## src/rtl/risc_spm_control_unit.sv

```systemverilog
// Moore control FSM for the 8-bit RISC-SPM: sequences fetch, decode and execute
// and drives every datapath strobe as a pure decode of state, IR fields and Zflag.
module risc_spm_control_unit #(
  parameter int word_size  = 8,
  parameter int op_size    = 4,
  parameter int Sel1_size  = 3,
  parameter int Sel2_size  = 2,
  parameter int state_size = 4
) (
  input  logic                 clk,
  input  logic                 rst,
  input  logic [word_size-1:0] instruction,
  input  logic                 Zflag,
  output logic                 Load_R0,
  output logic                 Load_R1,
  output logic                 Load_R2,
  output logic                 Load_R3,
  output logic                 Load_PC,
  output logic                 Inc_PC,
  output logic [Sel1_size-1:0] Sel_Bus_1_Mux,
  output logic [Sel2_size-1:0] Sel_Bus_2_Mux,
  output logic                 Load_IR,
  output logic                 Load_Add_R,
  output logic                 Load_Reg_Y,
  output logic                 Load_Reg_Z,
  output logic                 write,
  output logic                 halted
);

  typedef enum logic [state_size-1:0] {
    S_idle = 4'd0,
    S_fet1 = 4'd1,
    S_fet2 = 4'd2,
    S_dec  = 4'd3,
    S_ex1  = 4'd4,
    S_rd1  = 4'd5,
    S_rd2  = 4'd6,
    S_wr1  = 4'd7,
    S_wr2  = 4'd8,
    S_br1  = 4'd9,
    S_br2  = 4'd10,
    S_halt = 4'd11
  } state_t;

  localparam logic [op_size-1:0] OP_NOP = 4'd0;
  localparam logic [op_size-1:0] OP_ADD = 4'd1;
  localparam logic [op_size-1:0] OP_SUB = 4'd2;
  localparam logic [op_size-1:0] OP_AND = 4'd3;
  localparam logic [op_size-1:0] OP_NOT = 4'd4;
  localparam logic [op_size-1:0] OP_RD  = 4'd5;
  localparam logic [op_size-1:0] OP_WR  = 4'd6;
  localparam logic [op_size-1:0] OP_BR  = 4'd7;
  localparam logic [op_size-1:0] OP_BRZ = 4'd8;

  localparam logic [Sel1_size-1:0] SEL1_PC  = 3'd4;
  localparam logic [Sel2_size-1:0] SEL2_ALU = 2'd0;
  localparam logic [Sel2_size-1:0] SEL2_B1  = 2'd1;
  localparam logic [Sel2_size-1:0] SEL2_MEM = 2'd2;

  state_t state_q, state_d;
  logic [3:0] loadR;

  logic [op_size-1:0] opcode;
  logic [1:0]         src;
  logic [1:0]         dest;

  assign opcode = instruction[7:4];
  assign src    = instruction[3:2];
  assign dest   = instruction[1:0];

  always_ff @(posedge clk) begin
    if (rst) state_q <= S_idle;
    else     state_q <= state_d;
  end

  always_comb begin
    state_d       = state_q;
    loadR         = '0;
    Load_PC       = 1'b0;
    Inc_PC        = 1'b0;
    Sel_Bus_1_Mux = '0;
    Sel_Bus_2_Mux = '0;
    Load_IR       = 1'b0;
    Load_Add_R    = 1'b0;
    Load_Reg_Y    = 1'b0;
    Load_Reg_Z    = 1'b0;
    write         = 1'b0;
    halted        = 1'b0;

    unique case (state_q)
      S_idle: state_d = S_fet1;
      S_fet1: begin
        Sel_Bus_1_Mux = SEL1_PC;
        Sel_Bus_2_Mux = SEL2_B1;
        Load_Add_R    = 1'b1;
        state_d       = S_fet2;
      end
      S_fet2: begin
        Sel_Bus_2_Mux = SEL2_MEM;
        Load_IR       = 1'b1;
        Inc_PC        = 1'b1;
        state_d       = S_dec;
      end
      S_dec: begin
        state_d = S_fet1;
        case (opcode)
          OP_NOP: ;
          OP_ADD, OP_SUB, OP_AND: begin
            Sel_Bus_1_Mux = Sel1_size'(src);
            Sel_Bus_2_Mux = SEL2_B1;
            Load_Reg_Y    = 1'b1;
            state_d       = S_ex1;
          end
          OP_NOT: begin
            Sel_Bus_1_Mux = Sel1_size'(src);
            Sel_Bus_2_Mux = SEL2_ALU;
            Load_Reg_Z    = 1'b1;
            loadR[dest]   = 1'b1;
          end
          OP_RD, OP_WR, OP_BR: begin
            Sel_Bus_1_Mux = SEL1_PC;
            Sel_Bus_2_Mux = SEL2_B1;
            Load_Add_R    = 1'b1;
            state_d       = (opcode == OP_RD) ? S_rd1 :
                            (opcode == OP_WR) ? S_wr1 : S_br1;
          end
          OP_BRZ: begin
            // Not-taken branches still have to step the PC over the address byte.
            if (Zflag) begin
              Sel_Bus_1_Mux = SEL1_PC;
              Sel_Bus_2_Mux = SEL2_B1;
              Load_Add_R    = 1'b1;
              state_d       = S_br1;
            end else begin
              Inc_PC = 1'b1;
            end
          end
          default: state_d = S_halt;
        endcase
      end
      S_ex1: begin
        Sel_Bus_1_Mux = Sel1_size'(dest);
        Sel_Bus_2_Mux = SEL2_ALU;
        Load_Reg_Z    = 1'b1;
        loadR[dest]   = 1'b1;
        state_d       = S_fet1;
      end
      S_rd1, S_wr1: begin
        Sel_Bus_2_Mux = SEL2_MEM;
        Load_Add_R    = 1'b1;
        Inc_PC        = 1'b1;
        state_d       = (state_q == S_rd1) ? S_rd2 : S_wr2;
      end
      S_rd2: begin
        Sel_Bus_2_Mux = SEL2_MEM;
        loadR[dest]   = 1'b1;
        state_d       = S_fet1;
      end
      S_wr2: begin
        Sel_Bus_1_Mux = Sel1_size'(src);
        write         = 1'b1;
        state_d       = S_fet1;
      end
      S_br1: begin
        Sel_Bus_2_Mux = SEL2_MEM;
        Load_Add_R    = 1'b1;
        state_d       = S_br2;
      end
      S_br2: begin
        Sel_Bus_2_Mux = SEL2_MEM;
        Load_PC       = 1'b1;
        state_d       = S_fet1;
      end
      S_halt: halted = 1'b1;
      default: state_d = S_idle;
    endcase
  end

  assign Load_R0 = loadR[0];
  assign Load_R1 = loadR[1];
  assign Load_R2 = loadR[2];
  assign Load_R3 = loadR[3];

endmodule

```

## config.mk

```make
export PLATFORM = sky130hd
export DESIGN_NAME = risc_spm_control_unit
export DESIGN_NICKNAME = d
export VERILOG_FILES = /design/src/rtl/risc_spm_control_unit.sv
export SDC_FILE = /design/constraint.sdc
export NUM_CORES = 1
export LEC_CHECK = 0
export ABC_CLOCK_PERIOD_IN_PS = 1600
export CAP_MARGIN = 10
export CORE_MARGIN = 4
export CORE_UTILIZATION = 27
export CTS_CLUSTER_SIZE = 28
export DETAILED_ROUTE_END_ITERATION = 6
export PLACE_DENSITY = 0.63
export SLEW_MARGIN = 10
export SYNTH_ARGS = -nofsm -noshare
export SYNTH_HDL_FRONTEND = slang
export SYNTH_SLANG_ARGS = --single-unit
```

## constraint.sdc

```tcl
create_clock -name clk -period 1.6 [get_ports clk]
set_input_delay 0.32 -clock clk [delete_from_list [all_inputs] [get_ports clk]]
set_output_delay 0.32 -clock clk [all_outputs]
set_load 0.05 [all_outputs]
```

After elaboration in Yosys (flattened, before gate mapping):

Index checks and enable logic that the tools add are counted.

* bits in registers: 4
* output and inout bits: 17
* word-level logic and storage cells: 66

* $lt $le $gt $ge: 2
* equality and inequality tests: 19
* multiplexer cells: 30
* reductions and logical operators: 14

Operators with widths (number)
* 4-bit by 3-bit equality test with 1-bit output (second input constant): 8
* 4-bit one-hot mux with 7 select lines: 1
* 4-bit equality test (second input constant): 5
* 4-bit two-way mux: 5
* 4-bit by 2-bit equality test with 1-bit output (second input constant): 4
* 4-bit one-hot mux with 4 select lines: 1
* 1-bit two-way mux: 12
* 3-bit one-hot mux with 4 select lines: 1
* 6-bit OR reduction: 2
* 1-bit one-hot mux with 2 select lines: 5
* 3-bit one-hot mux with 3 select lines: 1
* 3-bit OR reduction: 3
* 4-bit by 1-bit equality test with 1-bit output (second input constant): 2
* 4-bit zero test: 2
* 4-bit one-hot mux with 2 select lines: 1
* 4-bit OR reduction: 2
* 2-bit one-hot mux with 3 select lines: 1
* 2-bit OR reduction: 3
* 5-bit OR reduction: 1
* 2-bit by 3-bit < comparator with 1-bit output (second input constant): 1
* 3-bit two-way mux: 1
* 1-bit demux with 2-bit select: 1
* 2-bit by 1-bit >= comparator with 1-bit output (second input constant): 1
* 1-bit logical AND: 1

Logic depth before layout (Yosys ltp):

* word-level depth: 6
* depth in mapped cells: 4

Least setup slack after synthesis:

No wires, ideal clock.

* path kind: input to output
* start: in instruction[4]
* end: out Load_R1
* arrival time: 2335 ps
* setup slack: -1055 ps
* stages: 4
* path buffers: 1
* path through: buf_2 > or3b_4 > o32a_1 > nor3b_1

* longest elaborated chain between the ends: 3

RTL lines
* from (decl): RTL line 12 `input logic [word_size-1:0] instruction,`
* 4-bit by 3-bit equality test with 1-bit output: RTL line 106 `case (opcode)`
* 4-bit two-way mux: RTL line 106
* 4-bit one-hot mux with 2 select lines: RTL line 90 `unique case (state_q)`
* to (decl): RTL line 15 `output logic Load_R1,`

Every way passes these cells.

Final worst setup path:

* start: reg state_q[2]
* end: out Sel_Bus_1_Mux[1]

* longest elaborated chain between the ends: 2
* elaborated cells on any way between the ends: 5

RTL lines
* from (decl): RTL line 60 `state_t state_q, state_d;`
* from (signal assigned): RTL line 72 `if (rst) state_q <= S_idle;`
* from (signal assigned): RTL line 73 `else state_q <= state_d;`
* 4-bit equality test (tied with other cells): RTL line 90
* 3-bit one-hot mux with 4 select lines (*): RTL line 90
* to (decl): RTL line 20 `output logic [Sel1_size-1:0] Sel_Bus_1_Mux,`

Mark *: on every way between the ends. The rest lies on a longest branch, timed or not.

==> impl_metrics.env <==
export IMPL_yosysSeqAreaShare=0.142
export IMPL_largest_reg_flops=4
export IMPL_die_area_um2=2890
export IMPL_fill_cells=74
export IMPL_tightest_slew_ns=0.351
export IMPL_tns_ns=-4.62
export IMPL_cts_buffers=3
export IMPL_crit_fanout=2
export IMPL_final_nets=166
export IMPL_hold_slack_ns=0.527
export IMPL_antenna_left=0
export IMPL_ys_types=35
export IMPL_drt_iter0_drc=39
export IMPL_pwr_density_cell_nw_per_um2=442
export IMPL_wire_per_inst_um=21.5
export IMPL_start_kind="flop"
export IMPL_hold_viol_final=0
export IMPL_ios=28
export IMPL_failed_checks="negative setup slack"
export IMPL_finalPower_uw=799
export IMPL_cts_tree="done"
export IMPL_leakagePower_nw=0.709
export IMPL_dieHeight_um=53.8
export IMPL_skew_ns=0.000169
export IMPL_reg_top3="state_q: 4 flops"
export IMPL_seq_area_um2=87.6
export IMPL_first_pass_iters=7
export IMPL_synth_enable_flop_cells=0
export IMPL_fmax_mhz=481
export IMPL_layout_commonest_cell="buf_4"
export IMPL_clock_sinks=4
export IMPL_grt_setup_unrepaired="yes"
export IMPL_cts_max_level=1
export IMPL_grt_pass1_wl_um=5230
export IMPL_timing_rr_end="state_q[3]"
export IMPL_drc=0
export IMPL_start_util=0.285
export IMPL_ys_flop_type="dfxtp_1"
export IMPL_async_reset_ff_frac=0
export IMPL_worstHoldPathType="in2reg"
export IMPL_grt_overflow=0
export IMPL_reg2reg_depth=5
export IMPL_drv_cap=0
export IMPL_diodes=0
export IMPL_arrival_ns=1.76
export IMPL_dp_hpwl_um=1900
export IMPL_ir_drop_v=0.000341
export IMPL_r2r_setup_slack_ns=0.01
export IMPL_slew_violations=0
export IMPL_grt_pass1_vias=1067
export IMPL_cts_clk_slew_worst_paths_ns=0.04
export IMPL_avgSynthCellArea_um2=6.81
export IMPL_synthesis_area_um2=566
export IMPL_layout_setup_ws_ns=-0.478
export IMPL_synth_cells=83
export IMPL_final_cell_mix="buf_4 (29), buf_12 (18), buf_6 (16), clkdlybuf4s50_1 (6), nand2_1 (5)"
export IMPL_via_per_inst=5.73
export IMPL_clk_latency_ns=0.24
export IMPL_stdcell_count=180
export IMPL_placedCellCount=157
export IMPL_drt_total_wl_um=3860
export IMPL_die_w_um=53.8
export IMPL_status="finished with violations"
export IMPL_finish_instance_area_um2=1810
export IMPL_grt_max_degree=17
export IMPL_areaGrowthSynthToFinish_pct=219
export IMPL_r2r_start="state_q[2]"
export IMPL_clock_path_buffers=2
export IMPL_core_area_um2=1980
export IMPL_drive_gt1_frac=0.719
export IMPL_track_usage=0.250
export IMPL_crit_type="reg2out"
export IMPL_yosysWarnings=0
export IMPL_cts_root_buf="clkbuf_4"
export IMPL_multi_input_area_um2=724
export IMPL_placed_area_um2=1370
export IMPL_portBuffers=27
export IMPL_antenna_found_initial=0
export IMPL_fin_crit_sh=1.30
export IMPL_worst_ep_required_time_ns=1.28
export IMPL_critPathCaptureType="output pin"
export IMPL_whs_path_depth=4
export IMPL_synth_net_count=94
export IMPL_min_period_ns=2.08
export IMPL_worstHoldStart="instruction[5]"
export IMPL_num_vias=1032
export IMPL_whs_endpoint="state_q[3]"
export IMPL_num_rows=16
export IMPL_relSlewSlack=0.759
export IMPL_cts_hold_fix_buffers=0
export IMPL_gp_congestion=0.766
export IMPL_largest_register="state_q"
export IMPL_setup_viol=17
export IMPL_ys_ff_latch=4
==> routing by layer <==
metal  global-route usage  routed length, µm
met4                0.119                114
met2                0.462               2070
met3               0.0443                286
met1                0.269               1390
met5                    0                  0
==> worst max-delay path, stage by stage (launching register included) <==
cell and delay [ns]:
dfxtp_2 0.33, nand4bb_4 0.25, buf_4 0.18, buf_6 0.11, a211oi_2 0.18, buf_4 0.17
a22o_2 0.16, buf_12 0.14
==> area by class of cell <==
class / count / share of cell area
repair buffers: 75 / 0.507
multi-input cells: 66 / 0.401
flip-flops and latches: 4 / 0.0485
well taps: 27 / 0.0187
clock buffers: 3 / 0.0125
inverters: 5 / 0.0125
==> synthesized netlist by cell type, drive strengths merged, types with 3 or more instances <==
library cell  n  area share
o21ai         3       0.027
dfxtp         4        0.14
nor2b         3       0.033
a21oi         6       0.053
clkbuf        4       0.027
buf           4       0.046
nand2b        4       0.044
nor3          3       0.027
inv           5       0.033
a22o          4       0.062
nand2         7       0.046
nor2          7       0.046
==> per-stage QoR <==
step / utilization / setup WS, ns
2_1_floorplan: - / -0.419
3_3_place_gp: 0.693 / -0.719
3_5_place_dp: 0.693 / -0.757
4_1_cts: 0.858 / -0.388
5_1_grt: 0.912 / -0.497
6_report: 0.912 / -0.478
==> how the worst max path moves through the flow <==
stage	start	endpoint	slack, ns	depth (start not counted)
after floorplan	instruction[5]	Load_R1	-0.42	4
after global routing	state_q[2]	Sel_Bus_1_Mux[0]	-0.50	7
after detailed placement	instruction[4]	Load_R2	-0.76	5
after CTS	instruction[4]	Load_R2	-0.39	5
after global placement	instruction[4]	Load_Reg_Z	-0.72	5
final	state_q[2]	Sel_Bus_1_Mux[1]	-0.48	7
==> timing repair <==
action,4_1_cts,5_1_grt
setup buffers,14,7
gates resized for setup,61,16
gates cloned,1,0
pin swaps,14,10
setup endpoints to repair,17,17
hold endpoints to repair,0,0
==> cell families (layout without fill, tap and decap cells) <==
group / count (synthesis) / after routing / share of synthesized area
AND/OR/NAND/NOR: 36 / 36 / 0.361
flip-flops: 4 / 4 / 0.142
buffers and inverters: 13 / 83 / 0.106
AO/OA/AOI/OAI: 29 / 29 / 0.374
multiplexers: 1 / 1 / 0.0177
==> report_power, final <==
group,internal (mW),total (mW),switching (mW)
Sequential,0.108,0.120,0.0127
Combinational,0.273,0.539,0.265
Clock,0.0848,0.140,0.0547
Total,0.466,0.799,0.333
Note: power is estimated with default switching activity, not from simulation.
